===== src/rtl/ova_pkg.sv =====
// Shared constants for the camera pooling path: RGB565 fields, gray weights, frame defaults.
// Combinational helpers only; no latency, no flow control.
package ova_pkg;

    localparam int IMG_W_DEF = 640;
    localparam int IMG_H_DEF = 480;

    localparam int R_MSB = 15;
    localparam int R_LSB = 11;
    localparam int G_MSB = 10;
    localparam int G_LSB = 5;
    localparam int B_MSB = 4;
    localparam int B_LSB = 0;

    localparam logic [15:0] COEF_R = 16'd77;
    localparam logic [15:0] COEF_G = 16'd150;
    localparam logic [15:0] COEF_B = 16'd29;

    typedef enum logic [1:0] {
        FS_IDLE,
        FS_IN_FRAME,
        FS_COMPLETE
    } frame_state_e;

    // Weights sum to 256, so the 16-bit accumulator cannot overflow for 8-bit channels.
    function automatic logic [7:0] rgb565_to_gray(input logic [15:0] pix);
        logic [4:0]  r5;
        logic [5:0]  g6;
        logic [4:0]  b5;
        logic [15:0] r8;
        logic [15:0] g8;
        logic [15:0] b8;
        logic [15:0] acc;
        r5  = pix[R_MSB:R_LSB];
        g6  = pix[G_MSB:G_LSB];
        b5  = pix[B_MSB:B_LSB];
        r8  = {8'd0, r5, r5[4:2]};
        g8  = {8'd0, g6, g6[5:4]};
        b8  = {8'd0, b5, b5[4:2]};
        acc = COEF_R * r8 + COEF_G * g8 + COEF_B * b8;
        return 8'(acc >> 8);
    endfunction

endpackage


===== src/rtl/pool_line_ram.sv =====
// Half-line buffer: one write port, one registered read port, array not reset.
// Read data appears one clk after rd_en_i and holds until the next read; no backpressure.
module pool_line_ram #(
    parameter int DEPTH = 320,
    parameter int WIDTH = 9,
    parameter int AW    = $clog2(DEPTH)
) (
    input  logic             clk,
    input  logic             wr_en_i,
    input  logic [AW-1:0]    wr_addr_i,
    input  logic [WIDTH-1:0] wr_dat_i,
    input  logic             rd_en_i,
    input  logic [AW-1:0]    rd_addr_i,
    output logic [WIDTH-1:0] rd_dat_o
);

    logic [WIDTH-1:0] mem_q [DEPTH];
    logic [WIDTH-1:0] rd_dat_q;

    always_ff @(posedge clk) begin
        if (wr_en_i) begin
            mem_q[wr_addr_i] <= wr_dat_i;
        end
        if (rd_en_i) begin
            rd_dat_q <= mem_q[rd_addr_i];
        end
    end

    assign rd_dat_o = rd_dat_q;

endmodule


===== src/rtl/ova_pix_pool.sv =====
// RGB565 -> gray -> 2x2 average pool, quarter-resolution output stream.
// Latency 3 clk from the window's last pixel to o_pix_vld; no backpressure, gaps on input allowed.
module ova_pix_pool
    import ova_pkg::*;
#(
    parameter int IMG_W = IMG_W_DEF,
    parameter int IMG_H = IMG_H_DEF
) (
    input  logic        clk,
    input  logic        rst,
    input  logic        i_sof,
    input  logic [15:0] i_data,
    input  logic        i_data_vld,
    output logic [7:0]  o_pix,
    output logic        o_pix_vld,
    output logic        o_frame_done,
    output logic        o_frame_err
);

    localparam int CW = $clog2(IMG_W);
    localparam int RW = $clog2(IMG_H);
    localparam int AW = $clog2(IMG_W / 2);
    localparam logic [CW-1:0] COL_LAST = CW'(IMG_W - 1);
    localparam logic [RW-1:0] ROW_LAST = RW'(IMG_H - 1);

    frame_state_e  state_q;
    logic [CW-1:0] col_q;
    logic [RW-1:0] row_q;
    logic          frame_err_q;

    logic          accept;
    logic [CW-1:0] pcol;
    logic [RW-1:0] prow;
    logic          pix_last;

    // A pixel coincident with i_sof belongs to the new frame at (0,0).
    assign accept   = i_data_vld && (i_sof || state_q == FS_IN_FRAME);
    assign pcol     = i_sof ? '0 : col_q;
    assign prow     = i_sof ? '0 : row_q;
    assign pix_last = (pcol == COL_LAST) && (prow == ROW_LAST);

    always_ff @(posedge clk or posedge rst) begin
        if (rst) begin
            state_q     <= FS_IDLE;
            col_q       <= '0;
            row_q       <= '0;
            frame_err_q <= 1'b0;
        end else begin
            frame_err_q <= i_sof && (state_q == FS_IN_FRAME);
            if (i_sof) begin
                state_q <= FS_IN_FRAME;
                col_q   <= '0;
                row_q   <= '0;
            end
            if (accept) begin
                if (pix_last) begin
                    state_q <= FS_COMPLETE;
                    col_q   <= '0;
                    row_q   <= '0;
                end else if (pcol == COL_LAST) begin
                    col_q <= '0;
                    row_q <= prow + RW'(1);
                end else begin
                    col_q <= pcol + CW'(1);
                    row_q <= prow;
                end
            end
        end
    end

    // Stage 0: captured pixel and its position.
    logic          s0_vld_q;
    logic [15:0]   s0_dat_q;
    logic [CW-1:0] s0_col_q;
    logic          s0_row_odd_q;
    logic          s0_last_q;
    // Stage 1: gray value.
    logic          s1_vld_q;
    logic [7:0]    s1_y_q;
    logic          s1_col_odd_q;
    logic          s1_row_odd_q;
    logic [AW-1:0] s1_addr_q;
    logic          s1_last_q;
    // Stage 2: horizontal pair sum for odd rows.
    logic [7:0]    yeven_q;
    logic          s2_vld_q;
    logic [8:0]    s2_h_q;
    logic          s2_last_q;
    // Stage 3: outputs.
    logic [7:0]    o_pix_q;
    logic          o_pix_vld_q;
    logic          o_frame_done_q;

    logic [8:0]    h_d;
    logic [9:0]    sum_d;
    logic [8:0]    ram_rd_dat;
    logic          ram_wr_en;
    logic          ram_rd_en;

    assign h_d       = {1'b0, yeven_q} + {1'b0, s1_y_q};
    assign sum_d     = {1'b0, ram_rd_dat} + {1'b0, s2_h_q};
    assign ram_wr_en = s1_vld_q && s1_col_odd_q && !s1_row_odd_q;
    // Read at the even column of an odd row; data stays put until the next even column.
    assign ram_rd_en = s1_vld_q && !s1_col_odd_q && s1_row_odd_q;

    pool_line_ram #(
        .DEPTH (IMG_W / 2),
        .WIDTH (9),
        .AW    (AW)
    ) u_line_ram (
        .clk       (clk),
        .wr_en_i   (ram_wr_en),
        .wr_addr_i (s1_addr_q),
        .wr_dat_i  (h_d),
        .rd_en_i   (ram_rd_en),
        .rd_addr_i (s1_addr_q),
        .rd_dat_o  (ram_rd_dat)
    );

    always_ff @(posedge clk or posedge rst) begin
        if (rst) begin
            s0_vld_q       <= 1'b0;
            s0_dat_q       <= '0;
            s0_col_q       <= '0;
            s0_row_odd_q   <= 1'b0;
            s0_last_q      <= 1'b0;
            s1_vld_q       <= 1'b0;
            s1_y_q         <= '0;
            s1_col_odd_q   <= 1'b0;
            s1_row_odd_q   <= 1'b0;
            s1_addr_q      <= '0;
            s1_last_q      <= 1'b0;
            yeven_q        <= '0;
            s2_vld_q       <= 1'b0;
            s2_h_q         <= '0;
            s2_last_q      <= 1'b0;
            o_pix_q        <= '0;
            o_pix_vld_q    <= 1'b0;
            o_frame_done_q <= 1'b0;
        end else begin
            s0_vld_q <= accept;
            if (accept) begin
                s0_dat_q     <= i_data;
                s0_col_q     <= pcol;
                s0_row_odd_q <= prow[0];
                s0_last_q    <= pix_last;
            end

            s1_vld_q <= s0_vld_q && !i_sof;
            if (s0_vld_q) begin
                s1_y_q       <= rgb565_to_gray(s0_dat_q);
                s1_col_odd_q <= s0_col_q[0];
                s1_row_odd_q <= s0_row_odd_q;
                s1_addr_q    <= AW'(s0_col_q >> 1);
                s1_last_q    <= s0_last_q;
            end

            if (s1_vld_q && !s1_col_odd_q) begin
                yeven_q <= s1_y_q;
            end
            s2_vld_q <= s1_vld_q && s1_col_odd_q && s1_row_odd_q && !i_sof;
            if (s1_vld_q && s1_col_odd_q) begin
                s2_h_q    <= h_d;
                s2_last_q <= s1_last_q;
            end

            o_pix_vld_q    <= s2_vld_q && !i_sof;
            o_frame_done_q <= s2_vld_q && s2_last_q && !i_sof;
            if (s2_vld_q) begin
                o_pix_q <= 8'(sum_d >> 2);
            end
        end
    end

    assign o_pix        = o_pix_q;
    assign o_pix_vld    = o_pix_vld_q;
    assign o_frame_done = o_frame_done_q;
    assign o_frame_err  = frame_err_q;

endmodule


===== config.mk =====
export PLATFORM = sky130hd
export DESIGN_NAME = ova_pix_pool
export DESIGN_NICKNAME = d
export VERILOG_FILES = /design/src/rtl/ova_pkg.sv /design/src/rtl/pool_line_ram.sv /design/src/rtl/ova_pix_pool.sv
export SDC_FILE = /design/constraint.sdc
export NUM_CORES = 2
export LEC_CHECK = 0
export ABC_CLOCK_PERIOD_IN_PS = 14800
export CORE_UTILIZATION = 50
export CTS_CLUSTER_DIAMETER = 150
export DETAILED_ROUTE_END_ITERATION = 8
export PLACE_DENSITY = 0.65
export SLEW_MARGIN = 20
export SYNTH_ARGS = -nofsm -noshare
export SYNTH_HDL_FRONTEND = slang
export SYNTH_SLANG_ARGS = --single-unit

===== constraint.sdc =====
create_clock -name clk -period 14.8 [get_ports clk]
set_clock_uncertainty 0.2 [all_clocks]
set_input_delay 2.96 -clock clk [delete_from_list [all_inputs] [get_ports clk]]
set_output_delay 2.96 -clock clk [all_outputs]
set_load 0.1 [all_outputs]

# Yosys cells after proc, flatten, opt, wreduce, memory -nomap -nowiden
# Memories as Yosys holds them, arrays and structs flattened. A register that Yosys moved wholly into a read port is not among the register bits.
# Cells that the tools add are included.
[classes] add_sub_neg=6 mul=3 eq_ne=3 n_mux=13 n_reduce_logical=17
[op_table] cell="two-way mux 10 bit" n=4
[op_table] cell="two-way mux 9 bit" n=4
[op_table] cell="multiplier 7 x 8 -> 15 bit, first input constant" n=2
[op_table] cell="adder 15 x 16 -> 16 bit" n=1
[op_table] cell="adder 16 x 13 -> 16 bit" n=1
[op_table] cell="logical AND 1 bit" n=13
[op_table] cell="multiplier 5 x 8 -> 13 bit, first input constant" n=1
[op_table] cell="adder 10 x 1 -> 10 bit, second input constant" n=1
[op_table] cell="adder 9 x 9 -> 10 bit" n=1
[op_table] cell="== test 10 bit, second input constant" n=1
[op_table] cell="adder 8 x 8 -> 9 bit" n=1
[op_table] cell="adder 9 x 1 -> 9 bit, second input constant" n=1
[op_table] cell="== test 9 bit, second input constant" n=1
[op_table] cell="two-way mux 2 bit" n=3
[op_table] cell="zero test 1 bit" n=3
[op_table] cell="== test 2 x 1 -> 1 bit, second input constant" n=1
[op_table] cell="two-way mux 1 bit" n=2
[op_table] cell="logical OR 1 bit" n=1
[totals] register_bits=101 ramBits=2880 inputBits=20 wordCells=65 memories=1
[memory_table] name="u_line_ram.mem_q" depth=320 word_bits=9 rd=1 rd_clocked_by_memory_dff=1 wr=1 line_no="pool_line_ram.sv:17" rtl="logic [WIDTH-1:0] mem_q [DEPTH];"

# Logic depth before layout (Yosys ltp)
[depth] word_depth=5 depth_mapped=25

# Cells and area by module
# A second synthesis with hierarchy kept.
[unflattened] cells_unflattened=6151 hier_area_um2=119419.5
[modules_own_cells] mod="pool_line_ram" n_inst=1 cells_per_inst=5436 area_each_um2=111901.1
[modules_own_cells] mod="ova_pix_pool" n_inst=1 cells_per_inst=715 area_each_um2=7518.5

# Worst setup path before layout
# No wires, ideal clock.
[synth_path] kind="register to register" from="register s1_y_q[0]" to="memory u_line_ram.mem_q[0][6] (data pin)" arrival_time_ns=10.590 t_required_ns=12.588 setup_slack_ns=1.998 stages_incl_launch_ff=10 path_buffers=0 period_less_slack_ns=12.802 path_cell_list="dfrtp_1 ha_1 inv_1 fa_1 nor2b_1 o21ai_0 a21boi_0 o21a_1 nor2_1 xnor2_1"
[synth_via] elab_chain_cells=1
[synth_lines] item="start, declared" line_no="ova_pix_pool.sv:79" rtl="logic [7:0] s1_y_q;"
[synth_lines] item="start signal, assigned" line_no="ova_pix_pool.sv:151" rtl="s1_y_q <= rgb565_to_gray(s0_dat_q);"
[synth_lines] item="adder 8 x 8 -> 9 bit" line_no="ova_pix_pool.sv:100" rtl="assign h_d = {1'b0, yeven_q} + {1'b0, s1_y_q};"
[synth_lines] item="via h_d[6]" line_no="ova_pix_pool.sv:94" rtl="logic [8:0] h_d;"
[synth_lines] item="end, declared" line_no="pool_line_ram.sv:17"
# The timed path passes the listed nets, and every way through them passes these cells.

# Worst setup path in the final report
[layout_path] from="register s0_dat_q[9]" to="register s1_y_q[7]"
[layout_via] elab_chain_cells=3
[layout_lines] item="start, declared" line_no="ova_pix_pool.sv:73" rtl="logic [15:0] s0_dat_q;"
[layout_lines] item="start signal, assigned" line_no="ova_pix_pool.sv:143" rtl="s0_dat_q <= i_data;"
[layout_lines] item="multiplier 7 x 8 -> 15 bit" line_no="ova_pkg.sv:40" rtl="acc = COEF_R * r8 + COEF_G * g8 + COEF_B * b8;"
[layout_lines] item="adder 15 x 16 -> 16 bit" line_no="ova_pkg.sv:40"
[layout_lines] item="adder 16 x 13 -> 16 bit" line_no="ova_pkg.sv:40"
# No other way between the ends.
# A chain may end at the register's enable or synchronous reset.

==> results.toml <==
[cts]
cts.hold.buffers_added = 0
number_of_clock_sinks_seen_by_cts = 2990
cts_max_path_buffers = 4
resize_count_post_cts = 0
insertion_delay_ns = 0.95
cts_root_buffer = "sky130_fd_sc_hd__clkbuf_16"
cts_made_buffers = 319
cts.repair_timing.setup_buffer_count = 0
tritoncts = "done"
htreeDepth = 5
cts.clk_slew.worst_paths_ns = 0.06

[pwr]
p_sw_mw = 8.12
vdd_ir_drop_max_v = 0.000557
switching_share = 0.300
power_per_cell_area_nw_per_um2 = 204
leakagePower_nw = 41.4
power.combinational.fraction = 0.227
power.total_mw = 27.1
sequentialPowerShare = 0.496
cellInternalPower_mw = 19.0
power.share.clock = 0.278

[grt]
via_count_of_the_first_global_routing_pass = 58500
grt.overflow.total = 0
grt_first_pass_wirelength_mm = 428
groute.usage.overall = 0.248
number_of_antenna_violations_at_the_first_check_in_global_routing = 13
largest_net_degree_at_the_start_of_global_routing = 231

[yosys]
yosys.cell_count.top_type = "sky130_fd_sc_hd__edfxtp_1"
yosys-top-cells-count = "2889 x sky130_fd_sc_hd__edfxtp_1, 784 x sky130_fd_sc_hd__mux4_2, 375 x sky130_fd_sc_hd__nor2_1"
synth.yosys.seq_area_share = 0.748
yosysUniqueCellTypes = 68
ys_async_sr_fraction = 0.0338
synthesized_area_divided_by_synthesized_cell_count_um2 = 20.9
synth-edff-count = 2889
synth_flop_cell = "sky130_fd_sc_hd__edfxtp_1"
number_of_flip_flops_and_latches_in_the_synthesized_netlist = 2990
post_syn_nets = 5887
yosysTopAreaCell = "sky130_fd_sc_hd__edfxtp_1"
synthesis.area_um2 = 119000
ys.warnings.count = 0
synthDominantCellAreaShare = 0.727
main_area_contributors_after_synthesis = "sky130_fd_sc_hd__edfxtp_1 73%, sky130_fd_sc_hd__mux4_2 15%, sky130_fd_sc_hd__dfrtp_1 2.1%, sky130_fd_sc_hd__mux2i_1 1.5%, sky130_fd_sc_hd__nor2_1 1.2%"
synth_cells = 5711

[place]
gp_congestion = 0.833
number_of_placed_instances_taps_included = 8694
portBuffers = 30
dp.final_hpwl_mm = 175

[cells_and_area]
fin_cells = 9249
final_net_count = 6027
drive_gt1_frac = 0.235
syn2layout_area_growth_pct = 11.4
num-fill-cells = 17400

[route]
detail_route.wirelength_mm = 297
detailedRoute.firstPassIterationCount = 9
average_routed_wire_per_standard_cell_um = 32.1
detail-route-antenna-nets = 0
drc = 0
first_iter_violations = 7009
post_drt_via_cell_ratio = 6.31
routed-via-count = 58300

[sta]
grt_setup_unrepaired = "false"
final.period_utilization = 0.458
fmax_mhz = 148
fin_setup_tns_ns = 0
finalSetupViolations = 0
finalMaxSlewViolations = 0
max_slew_margin = 0.221
finalWorstPathRequiredPeriod_ns = 6.77
hold_viol_final = 0
max_slew.worst_pin.slew_ns = 1.16

[critical_path]
worst-endpoint-required_ns = 15.42
cp_data_arrival_time_ns = 7.39
critical_path_start_end_classification = "flop to flop"
worst_setup_path_end_kind = "flop"
critical_path.max_fanout = 8
timing.critical_path.from_type = "flop"

[run_status]
run_status = "complete, no violations"

[die]
die_width_um = 491
dieArea_um2 = 241000
placementRows = 179
core_um2 = 238000
die_y_um = 491
start_util = 0.502
floorplan.io_pins = 31

[flow_run]
max-cap-violations = 0

[min_path]
hold_class = "flop to flop"
==> cells in the final DEF, fill, tap and decap left out, drive strengths merged, types with 10 or more instances in the layout <==
cell and instances:
edfxtp 2889, mux4 784, clkbuf 390, nor2 375, nand2 186, mux2i 180
clkinv 125, inv 124, buf 113, ha 101, dfrtp 101, nand3 81
a22oi 61, o21ai 59, a21oi 55, fa 55, mux2 46, clkdlybuf4s50 30
nor2b 30, xnor2 23, o22ai 22, nand4 21, bufinv 20, nor3 20
xor2 18, o211ai 15, a31oi 15, and2 13, a211oi 12, o2111ai 11
nand2b 10
==> final cells by class <==
| cell class | instances | area [um2] | area share |
|---|---|---|---|
| timing repair buffer | 143 | 1340 | 0.0101 |
| clock inverter | 157 | 1290 | 0.00971 |
| clock buffer | 390 | 8380 | 0.0630 |
| multi-input combinational | 2281 | 28300 | 0.213 |
| inverter | 116 | 450 | 0.00339 |
| sequential | 2990 | 89300 | 0.671 |
| tap | 3167 | 3960 | 0.0298 |
| antenna | 5 | 12.5 | 0.0000941 |
==> routing by layer <==
| metal | vias up | part of all wire | global-route usage |
|---|---|---|---|
| met5 | - | 0.00038 | 0.00218 |
| met4 | 8 | 0.031 | 0.0776 |
| met3 | 489 | 0.093 | 0.0502 |
| met2 | 2865 | 0.48 | 0.383 |
| met1 | 31300 | 0.40 | 0.359 |
| li1 | 23700 | - | - |
==> per-stage QoR <==
stage,instance area [um2],util,hold slack [ns],worst slack [ns]
2_1_floorplan,119000,-,0.233,2.00
3_3_place_gp,123000,0.518,0.257,7.67
3_5_place_dp,123000,0.519,0.255,7.55
4_1_cts,133000,0.559,0.270,7.98
5_1_grt,133000,0.560,0.293,7.65
6_report,133000,0.560,0.270,8.03
==> power by group through the flow <==
stage	sequential [mW]	combinational, mW	clock (mW)
final	13.4	6.14	7.52
after global routing	13.4	6.73	7.93
after CTS	13.4	6.14	7.61
after detailed placement	13.6	6.14	0
after global placement	13.6	5.81	0
after floorplan	14.5	3.07	0
==> worst max-delay path: stages (launching register included) <==
cell and delay, ns:
sky130_fd_sc_hd__dfrtp_1 0.55, sky130_fd_sc_hd__ha_1 0.30, sky130_fd_sc_hd__ha_1 0.29, sky130_fd_sc_hd__inv_1 0.05, sky130_fd_sc_hd__fa_1 0.45, sky130_fd_sc_hd__fa_1 0.50
sky130_fd_sc_hd__inv_1 0.04, sky130_fd_sc_hd__ha_1 0.32, sky130_fd_sc_hd__xnor2_1 0.25, sky130_fd_sc_hd__fa_1 0.48, sky130_fd_sc_hd__fa_1 0.51, sky130_fd_sc_hd__inv_1 0.06
sky130_fd_sc_hd__fa_1 0.44, sky130_fd_sc_hd__fa_1 0.51, sky130_fd_sc_hd__inv_1 0.04, sky130_fd_sc_hd__ha_1 0.29, sky130_fd_sc_hd__or2_2 0.30, sky130_fd_sc_hd__a21oi_1 0.15
sky130_fd_sc_hd__a31o_2 0.18, sky130_fd_sc_hd__o21a_1 0.19, sky130_fd_sc_hd__o21ai_0 0.13, sky130_fd_sc_hd__xnor2_1 0.15, sky130_fd_sc_hd__mux2_2 0.27
==> sequential cells by signal, summed over array words and instances, names as in the netlist, 2 cells and up <==
signal / cells
col_q: 10
o_pix: 8
row_q: 9
s0_col_q: 10
s0_dat_q: 16
s1_addr_q: 9
s1_y_q: 8
s2_h_q: 9
state_q: 2
u_line_ram.mem_q: 2880
u_line_ram.rd_dat_o: 9
yeven_q: 8
==> path summary, 6_finish.rpt <==
check / startpoint / end / slack, ns / cells past startpoint
max: s0_dat_q[9] / s1_y_q[7] / 8.03 / 22
min: s0_col_q[8] / s0_col_q[8] / 0.27 / 2
max reg2reg: s0_dat_q[9] / s1_y_q[7] / 8.03 / 22
min reg2reg: s0_col_q[8] / s0_col_q[8] / 0.27 / 2
max in group asynchronous: rst / s1_addr_q[3] / 10.86 / 3
min in group asynchronous: rst / s2_h_q[0] / 2.22 / 2
==> cells by family (layout without fill, tap and decap cells) <==
kind of cell | count (synthesis) | in the layout | share of synthesized area
XOR/XNOR | 41 | 41 | 0.00301
adder cells (fa/ha/maj) | 156 | 156 | 0.0198
multiplexers | 1010 | 1010 | 0.167
buffers and inverters | 440 | 806 | 0.0172
other | 0 | 5 | 0
AO/OA/AOI/OAI | 312 | 312 | 0.0175
AND/OR/NAND/NOR | 762 | 762 | 0.0273
flip-flops | 2990 | 2990 | 0.748
Note: power is estimated with default switching activity, not from simulation.
